## src/rtl/mul_iter_ctrl.sv

```systemverilog
`default_nettype none
// ============================================================================
// Module   : mul_iter_ctrl
// Purpose  : Sequencer for a shared iterative shift-add multiplier that runs
//            mul/mulh/mulhu and returns a one-cycle register-file writeback.
// Revision : 1.0
// ============================================================================
module mul_iter_ctrl #(
    parameter int         XLEN     = 32,
    parameter logic [3:0] OP_MUL   = 4'b0101,
    parameter logic [3:0] OP_MULH  = 4'b0110,
    parameter logic [3:0] OP_MULHU = 4'b0111
) (
    input  logic            clk,
    input  logic            rst,
    input  logic            start,
    input  logic [3:0]      instr,
    input  logic [XLEN-1:0] a,
    input  logic [XLEN-1:0] b,
    input  logic [4:0]      rd_in,
    input  logic            flush,
    output logic            stall,
    output logic            done,
    output logic [XLEN-1:0] result,
    output logic [4:0]      rd_out
);

    localparam int                CW       = $clog2(XLEN);
    localparam logic [CW-1:0]     C_LAST   = CW'(XLEN - 1);
    localparam logic [CW-1:0]     C_CNT1   = CW'(1);
    localparam logic [XLEN-1:0]   C_ONE    = XLEN'(1);
    localparam logic [2*XLEN-1:0] C_ONE2   = (2*XLEN)'(1);

    typedef enum logic [1:0] {
        S_IDLE = 2'd0,
        S_RUN  = 2'd1,
        S_FIX  = 2'd2,
        S_DONE = 2'd3
    } state_t;

    state_t            r_state;
    state_t            w_next;
    logic [3:0]        r_op;
    logic              r_neg;
    logic [2*XLEN-1:0] r_p;
    logic [XLEN-1:0]   r_m;
    logic [CW-1:0]     r_cnt;
    logic [4:0]        r_rd;
    logic [XLEN-1:0]   r_result;
    logic [4:0]        r_rd_out;

    logic              w_valid_op;
    logic              w_accept;
    logic              w_signed;
    logic [XLEN-1:0]   w_a_abs;
    logic [XLEN-1:0]   w_b_abs;
    logic [XLEN:0]     w_sum;
    logic [2*XLEN-1:0] w_p_fix;

    assign w_valid_op = (instr == OP_MUL) || (instr == OP_MULH) || (instr == OP_MULHU);
    // flush in IDLE wins over a new request
    assign w_accept   = (r_state == S_IDLE) && start && w_valid_op && !flush;
    assign w_signed   = (instr == OP_MULH);
    assign w_a_abs    = (w_signed && a[XLEN-1]) ? (~a + C_ONE) : a;
    assign w_b_abs    = (w_signed && b[XLEN-1]) ? (~b + C_ONE) : b;
    assign w_sum      = r_p[0] ? ({1'b0, r_p[2*XLEN-1:XLEN]} + {1'b0, r_m})
                               : {1'b0, r_p[2*XLEN-1:XLEN]};
    assign w_p_fix    = r_neg ? (~r_p + C_ONE2) : r_p;

    always_ff @(posedge clk or posedge rst) begin
        if (rst) begin
            r_state  <= S_IDLE;
            r_op     <= '0;
            r_neg    <= 1'b0;
            r_p      <= '0;
            r_m      <= '0;
            r_cnt    <= '0;
            r_rd     <= '0;
            r_result <= '0;
            r_rd_out <= '0;
        end else begin
            r_state <= w_next;
            case (r_state)
                S_IDLE: begin
                    if (w_accept) begin
                        r_op  <= instr;
                        r_neg <= w_signed && (a[XLEN-1] ^ b[XLEN-1]);
                        r_p   <= {{XLEN{1'b0}}, w_b_abs};
                        r_m   <= w_a_abs;
                        r_cnt <= '0;
                        r_rd  <= rd_in;
                    end
                end
                S_RUN: begin
                    r_p   <= {w_sum, r_p[XLEN-1:1]};
                    r_cnt <= r_cnt + C_CNT1;
                end
                S_FIX: begin
                    if (!flush) begin
                        r_result <= (r_op == OP_MUL) ? w_p_fix[XLEN-1:0]
                                                     : w_p_fix[2*XLEN-1:XLEN];
                        r_rd_out <= r_rd;
                    end
                end
                default: ;
            endcase
        end
    end

    always_comb begin
        w_next = r_state;
        stall  = 1'b0;
        done   = 1'b0;
        case (r_state)
            S_IDLE: begin
                stall = w_accept;
                if (w_accept) w_next = S_RUN;
            end
            S_RUN: begin
                stall = 1'b1;
                if (flush)                w_next = S_IDLE;
                else if (r_cnt == C_LAST) w_next = S_FIX;
            end
            S_FIX: begin
                stall  = 1'b1;
                w_next = flush ? S_IDLE : S_DONE;
            end
            S_DONE: begin
                done   = !flush;
                w_next = S_IDLE;
            end
            default: w_next = S_IDLE;
        endcase
    end

    assign result = r_result;
    assign rd_out = r_rd_out;

endmodule
`default_nettype wire

```

## config.mk

```make
export PLATFORM = sky130hd
export DESIGN_NAME = mul_iter_ctrl
export DESIGN_NICKNAME = d
export VERILOG_FILES = /design/src/rtl/mul_iter_ctrl.sv
export SDC_FILE = /design/constraint.sdc
export NUM_CORES = 1
export LEC_CHECK = 0
export CORE_ASPECT_RATIO = 2
export CORE_UTILIZATION = 62
export DETAILED_ROUTE_END_ITERATION = 6
export HOLD_SLACK_MARGIN = 0.12
export PLACE_DENSITY = 0.87
export SETUP_SLACK_MARGIN = 0.02
export SLEW_MARGIN = 25
export SYNTH_ARGS = -nofsm -noshare
export SYNTH_HDL_FRONTEND = slang
export SYNTH_SLANG_ARGS = --single-unit
```

## constraint.sdc

```tcl
create_clock -name clk -period 13.54 [get_ports clk]
set_input_delay 1.354 -clock clk [delete_from_list [all_inputs] [get_ports clk]]
set_output_delay 1.354 -clock clk [all_outputs]
set_load 0.02 [all_outputs]
```

# == Word-level counts from Yosys, hierarchy flattened ==
# Cells that the tools add are included.
# word_totals
input_bits,77
regBits,150
wordCells,61
out_inout_bits,39
# op_classes
bitwise,5
reduce_logical,16
n_mux,16
addsub,5
n_eq_ne,10
# ops
op,count
$mux W64,2
$pmux W64 S2,1
$mux W32,3
$add A32 B1 Y32 const B,2
$add A64 B1 Y64 const B,1
$not A32 Y32,2
$not A64 Y64,1
$add A32 B32 Y33,1
$mux W33,1
$eq A4 B3 Y1 const B,4
$pmux W5 S2,1
$mux W2,4
$pmux W2 S4,1
$reduce_and A2 Y1,4
$logic_and A1 B1 Y1,6
$add A5 B1 Y5 const B,1
$eq A5 B5 Y1 const B,1
$mux W5,1
$eq A2 B2 Y1 const B,2
$ne A3 B3 Y1 const B,1
$eq A2 B1 Y1 const B,1
$logic_not A2 Y1,1
$logic_or A1 B1 Y1,2
$ne A2 B2 Y1 const B,1
other kinds (7),7

# == Depth between registers and ports, before layout ==
# logic_depth
ltp_word,7
ltp_mapped,12
ltp_nobuf,11

# == Least setup slack after synthesis ==
# Ideal clock, no wire load.
# synth_timing
kind,input to register
startpoint,input b[9]
endpoint,register r_p[27]
arrival_ps,3832
setup_ps,136
t_required_ps,13404
path_buffers,1
setup_slack_ps,9572
path_stages,9
cell_sequence,or4_1 or4b_2 clkbuf_1 or3_1 o41ai_1 xor2_1 nor2_1 a21oi_1 o21ai_0
# synth_between
elab_chain_cells,5
# synth_lines
element,line,source
from (decl),19,"input logic [XLEN-1:0] b,"
$not A32 Y32,65,assign w_b_abs = (w_signed && b[XLEN-1]) ? (~b + C_ONE) : b;
$add A32 B1 Y32,65,
$mux W32,65,
$mux W64,85,if (w_accept) begin
$pmux W64 S2,83,case (r_state)
to (signal assigned),88,"r_p <= {{XLEN{1'b0}}, w_b_abs};"
to (signal assigned),95,"r_p <= {w_sum, r_p[XLEN-1:1]};"
to (decl),45,logic [2*XLEN-1:0] r_p;
# No other way between the ends. The select of a mux whose other input is x is not followed.
# A chain may end at the register's enable or synchronous reset.

# == Worst setup path after layout ==
# layout_timing
startpoint,input instr[2]
endpoint,output stall
# layout_between
elab_chain_cells,6
elab_cells_between_ends,8
cone_classes,eq/ne (3); mux (1); reduce/logical (4)
# layout_lines
element,line,source
from (decl),17,"input logic [3:0] instr,"
$eq A4 B3 Y1,60,assign w_valid_op = (instr == OP_MUL) || (instr == OP_MULH) || (instr == OP_MULHU);
$logic_or A1 B1 Y1,60,
$logic_or A1 B1 Y1 *,60,
$logic_and A1 B1 Y1 * (2 in series),62,assign w_accept = (r_state == S_IDLE) && start && w_valid_op && !flush;
$pmux W1 S2 *,114,case (r_state)
to (decl),22,"output logic stall,"
# Mark *: on every way between the ends. The rest lies on a longest branch, timed or not.

==> run metrics <==
DRC violation total after the first TritonRoute iteration=around 600; GRT Overall Usage=34.8%; hold buffer count at CTS=0; worst slew pin tran=roughly 980 ps; origin of the worst min-delay path=r_rd[4]; total of max-cap violations=0; Inserted Clock Buffers=17; highest-count cells in the layout ignoring fill and taps=219 x sky130_fd_sc_hd__nand2_1, 172 x sky130_fd_sc_hd__o21ai_0, 150 x sky130_fd_sc_hd__dfrtp_1, 115 x sky130_fd_sc_hd__clkdlybuf4s50_1, 103 x sky130_fd_sc_hd__a21oi_1; Static Leak=between 5 and 6 nW; Syn Inst Count=between 1k and 1.5k; post-CTS setup-driven buffer insertion count=0; Horiz. Die Dim=between 90 and 100 um; post-route antenna net violation count=0; worst slack at placement=8730 ps; Worst Path Max Fanout=2; number of global-route vias before repair=about 10k; H-tree depth=4; register area share after synthesis=between 30% and 40%; data arrival time of the worst path=about 3000 ps; Core Box Area=around 17,000 um2; wire length after detailed routing=~29 mm; period utilization=about a third; clk_skew=around 8.9 ps; io pins=between 100 and 150; leading cell type in the layout, fill and taps excluded=sky130_fd_sc_hd__nand2_1; number of synthesized register bits=150; fraction of registers with async set or reset after synthesis=100%; Slowest-stage cell, CP=sky130_fd_sc_hd__clkdlybuf4s50_1; Max Root-Sink Buffers=2; global route total overflow=0; worst max-slew margin expressed relative to the limit=between 30 and 40%; Non-Filler Cell Area, Final=between 10,000 and 15,000 um2; Die Span Y=between 150 and 200 um; critical path capture point type=output pin; mean cell area of the mapped netlist=slightly above 8 um2; Final Hold Viols=0; input/output buffers=approximately 120; count of cells resized by post-cts repair=0; area of placed instances=11,900 um2; Crit Path Class=in2out; largest incremental delay on the critical path=between 600 and 700 ps; worst min path class=reg2reg; worst vdd rail ir drop=approximately 160 uV; number of different library cells in the post-synthesis netlist=66; Final HPWL DP=about 22 mm; length of the first detailed-routing pass in iterations=5; required arrival time at the worst endpoint=roughly 12,000 ps; launching element type of the critical path=input pin; initial cell density of the core=a little under two thirds; number of endpoints failing setup at the final stage=0; via count=10.0k; TritonCTS clock tree=yes; outcome=finished clean; share of post-route cells with drive strength above 1=between 5 and 6%; Primary FF master, synth=sky130_fd_sc_hd__dfrtp_1; Peak Freq=~0.23 GHz; placement row count=between 60 and 70; CP cell instances=clkdlybuf4s50_1 > nor2b_1 > o21ai_0 > nor3_2 > nor2_1 > nor2_1 > clkdlybuf4s50_1; clock latency of the later-clocked register in the worst-skew pair=roughly 430 ps; clk sinks=150; synthesis-to-layout area growth=17.8%; total power per unit cell area=235 nW/um2; max-slew violations=0; global placement routability congestion=roughly 0.94; start of the worst register-to-register path=r_p[0]; total negative setup slack=0 ps; clock slew seen by the registers of the worst setup and hold paths=roughly 60 ps; Post-Route Utilization=between 70% and 80%; remaining design rule violation count=0; clock tree root driver cell=sky130_fd_sc_hd__clkbuf_16; unrepaired setup endpoints after global routing=no; first-pass GRT wire length=about 48 mm; area of the die=17,700 um2; Cell Area, Synth=10,600 um2; reg-to-reg setup timing slack=about 9400 ps; number of antenna violations at the first check in global routing=0; antenna cells=0; total number of nets in the final design=approximately 1.5k; worst setup path start=instr[2]; min cycle time layout=roughly 4400 ps; vias per std cell=6.29; yosys synthesis warning count=0; final setup slack of the worst path=between 9000 and 10,000 ps; largest net degree at the start of global routing=98; Avg WL per Cell=roughly 18 um; total nets after synthesis=~1.4k; number of synthesized flops with an enable pin=0
where the power goes:
group / internal, mW / total (mW) / switching (mW)
clock: 0.313 / 0.505 / 0.192
sequential: 0.652 / 0.892 / 0.240
combinational: 0.638 / 1.55 / 0.912
path summary, 6_finish.rpt:
kind	end	cells past startpoint
min in group asynchronous	rd_out[3]	2
worst min register to register	rd_out[4]	2
worst max-delay path	stall	7
worst max register to register	result[10]	10
max in group asynchronous	result[4]	3
worst min-delay path	rd_out[4]	2
cell usage after synthesis (7+ instances only):
cell type | number | area (um2)
sky130_fd_sc_hd__nand2_1 | 219 | 822
sky130_fd_sc_hd__o21ai_0 | 172 | 861
sky130_fd_sc_hd__dfrtp_1 | 150 | 3750
sky130_fd_sc_hd__a21oi_1 | 104 | 521
sky130_fd_sc_hd__xor2_1 | 89 | 780
sky130_fd_sc_hd__nor2_1 | 77 | 289
sky130_fd_sc_hd__clkbuf_1 | 66 | 248
sky130_fd_sc_hd__xnor2_1 | 54 | 473
sky130_fd_sc_hd__ha_1 | 43 | 538
sky130_fd_sc_hd__o31ai_1 | 27 | 203
sky130_fd_sc_hd__inv_1 | 24 | 90.1
sky130_fd_sc_hd__or3_1 | 22 | 138
sky130_fd_sc_hd__nor3_1 | 21 | 105
sky130_fd_sc_hd__nand3_1 | 19 | 95.1
sky130_fd_sc_hd__o41ai_1 | 18 | 158
sky130_fd_sc_hd__a21o_1 | 15 | 113
sky130_fd_sc_hd__mux2i_1 | 15 | 150
sky130_fd_sc_hd__a22oi_1 | 14 | 105
sky130_fd_sc_hd__o221ai_1 | 13 | 114
sky130_fd_sc_hd__nand2b_1 | 12 | 75.1
sky130_fd_sc_hd__or4_1 | 12 | 90.1
sky130_fd_sc_hd__and3_1 | 11 | 68.8
sky130_fd_sc_hd__a211oi_1 | 8 | 60.1
sky130_fd_sc_hd__a31oi_1 | 8 | 50.1
sky130_fd_sc_hd__nor2b_1 | 8 | 50.1
sky130_fd_sc_hd__nor4_1 | 7 | 43.8
stage by stage:
step                hold slack [ps]  cells  power [mW]
floorplan                       439   1300        1.94
global placement                454   1564        2.35
detailed placement              464   1564        2.40
CTS                             480   1596        2.92
global route                    500   1596        3.16
finish                          480   1596        2.95
critical path, delay by kind of cell:
family          cells  cell delay, ps
compound gates      1             130
buf+inv             2            1070
simple gates        4             450
sequential cells by signal (all words and copies together), names as in the netlist:
register	count
r_cnt	5
r_p	64
r_op	4
r_neg	1
rd_out	5
r_m	32
result	32
r_rd	5
r_state	2
final cells by class:
| class | count | area, um2 |
|---|---|---|
| Multi-Input combinational cell | 1058 | 6580 |
| Fill cell | 1294 | 4220 |
| Sequential cell | 150 | 3750 |
| Timing Repair Buffer | 125 | 1230 |
| Clock buffer | 20 | 447 |
| Tap cell | 207 | 259 |
| Clock inverter | 12 | 178 |
| Inverter | 24 | 95.1 |
logic make-up (layout without fill, tap and decap cells):
kind of cell               after synthesis  after routing  synth area share [%]
muxes                                   17             17                  1.62
DFF                                    150            150                  35.3
and+or+nand+nor                        443            443                  19.5
AOI/OAI and AO/OA                      411            411                  23.4
xor gates and xnor gates               143            143                  11.8
buffers and inverters                   92            181                  3.24
adders and majority gates               44             44                  5.24
layer usage:
metal / up-vias / wire (um) / track usage (%)
met5: - / 0 / 0
met4: 0 / 2050 / 22.6
met3: 112 / 1370 / 6.02
met2: 353 / 15800 / 62.9
met1: 4771 / 10300 / 35.3
li1: 4810 / - / -
No activity file was read; power rests on OpenSTA's default activity.
==> patch: new RTL, same flow settings <==
Reset style: synchronous (`rst`), changed in one clocked block.
--- a/src/rtl/mul_iter_ctrl.sv
+++ b/src/rtl/mul_iter_ctrl.sv
@@ -67,7 +67,7 @@
                                : {1'b0, r_p[2*XLEN-1:XLEN]};
     assign w_p_fix    = r_neg ? (~r_p + C_ONE2) : r_p;
 
-    always_ff @(posedge clk or posedge rst) begin
+    always_ff @(posedge clk) begin
         if (rst) begin
             r_state  <= S_IDLE;
             r_op     <= '0;
Check against the original RTL: differs if rst is asserted again (counterexample within 4 cycles, from zero or initial values and one cycle with rst high); with rst held inactive, the same outputs for 10 cycles.
==> patch against the original RTL <==
  * The run now ends with design-rule violations left
  * Sequential cell count unchanged
  * Wire length rose by 15%
  * Non-clock buffer count increased by 3
  * Setup slack worse by 0.79 ns
  * Via count increased by 11%
  * Clock skew decreased by 0.0019 ns
  * Global-route usage increased by 4.4 points
  * Cell area shrank 0.50%
  * Synthesized area did not move
  * Utilization decreased by 0.37 points
  * Register-to-register slack better by 0.06 ns
Power is not compared: it rests on default switching activity, and its combinational part moved more than twofold at a synthesized area within 25%.
==> patch: results (changes against the original RTL) <==
- Most frequent cells after synthesis: nand2_1 (185), dfxtp_1 (150), nor2_1 (132), a21oi_1 (126), o21ai_0 (90)
- Final WS setup: 8.37 ns (-0.792 ns)
- Post-DP HPWL: 24.6 mm (+13%)
- Largest net degree at the start of global routing: 73 (-26%)
- Synth top area cells: dfxtp_1 (28%), nand2_1 (6.5%), a21oi_1 (5.9%)
- HP Start: result[24]
- DR iter-0 viols: 734 (+23%)
- WL/cell: 20.2 µm (+9.5%)
- Nets@finish: 1578 (+5.4%)
- Endpoint, Worst Hold: result[24]
- Net Count, Synth: 1524 (+7.2%)
- Via/cell ratio: 6.68 (+6.0%)
- Max FO, Critical Path: 72 (+70)
- Failing checks: design-rule violations
- Total GRT Usage: 0.393 (+0.0445)
- Antenna violations before repair: 2 (+2)
- Number of global-route vias before repair: 10700 (+7.1%)
- Async SR Flop Fraction: 0 (-1.00)
- Outcome: complete, but fails checks
- Worst endpoint data arrival time: 3.81 ns (+0.79 ns)
- Hold WS: 0.446 ns (-0.0342 ns)
- Unique masters post-synth: 83 (+26%)
- DRC viols: 9 (+9)
- Reg2reg start: r_p[0]
- Worst r2r dst: result[6]
- Post-Route WL: 33.9 mm (+15%)
- Syn Inst Count: 1403 (+7.9%)
- Seq/Total Area, Yosys: 0.282 (-0.0705)
-- patch: cell count changes after synthesis, moves of 11 or more --
cell,delta
dfrtp_1,-150
dfxtp_1,+150
o21ai_0,-82
nor2_1,+55
nand2_1,-34
a211oi_1,+31
xor2_1,-24
a21oi_1,+22
clkbuf_1,+17
o22ai_1,+15
o211ai_1,+13
a31oi_1,+11
-- patch: routing by layer --
layer  share of wire  track usage  wire, µm
met1            0.32        0.371     10800
met2            0.50        0.676     17100
met3           0.074       0.0992      2510
met4            0.10        0.344      3480
met5         0.00041            0        14
-- patch: layout make-up --
type | instances | area (µm²)
antenna | 1 | 2.50
clock buffer | 21 | 470
clock inverter | 11 | 196
fill | 1350 | 4290
inverter | 27 | 101
multi-input combinational | 1133 | 7200
sequential | 150 | 3010
tap | 207 | 259
timing repair buffer | 128 | 1250
-- patch: cells by family (layout without fill, tap and decap cells) --
| logic type | count (synthesis) | after routing | share of synthesized area |
|---|---|---|---|
| AOI/OAI and AO/OA | 464 | 464 | 0.285 |
| xor gates and xnor gates | 123 | 123 | 0.101 |
| adders and majority gates | 44 | 44 | 0.0524 |
| buffers and inverters | 120 | 187 | 0.0444 |
| DFF | 150 | 150 | 0.282 |
| muxes | 6 | 6 | 0.00564 |
| other | 0 | 1 | 0 |
| and+or+nand+nor | 496 | 496 | 0.229 |
-- patch: worst max path at each step --
stage | start | to | depth (start not counted)
3_5_place_dp | flush | stall | 8
6_report | flush | stall | 8
3_3_place_gp | flush | stall | 8
2_1_floorplan | instr[3] | stall | 7
4_1_cts | flush | stall | 8
5_1_grt | flush | stall | 8
-- patch: metrics by stage --
stage | area (µm²) | utilization
6_report | 12500 | 0.744
5_1_grt | 12500 | 0.744
3_5_place_dp | 11800 | 0.704
3_3_place_gp | 11800 | 0.704
4_1_cts | 12500 | 0.744
2_1_floorplan | 10600 | -
-- patch: critical path: stages --
cell             delay, ns
clkdlybuf4s50_1       0.50
nor4bb_1              0.29
o21a_1                0.20
and2_2                0.15
buf_4                 0.52
nor2_1                0.08
nor2_1                0.11
clkdlybuf4s50_1       0.60
-- patch: power groups by stage --
stage	Clock (mW)	Sequential, mW	Combinational (mW)
CTS	0.533	0.463	0.235
global route	0.554	0.465	0.262
finish	0.532	0.465	0.239
detailed placement	0	0.473	0.233
global placement	0	0.473	0.231
floorplan	0	0.467	0.162
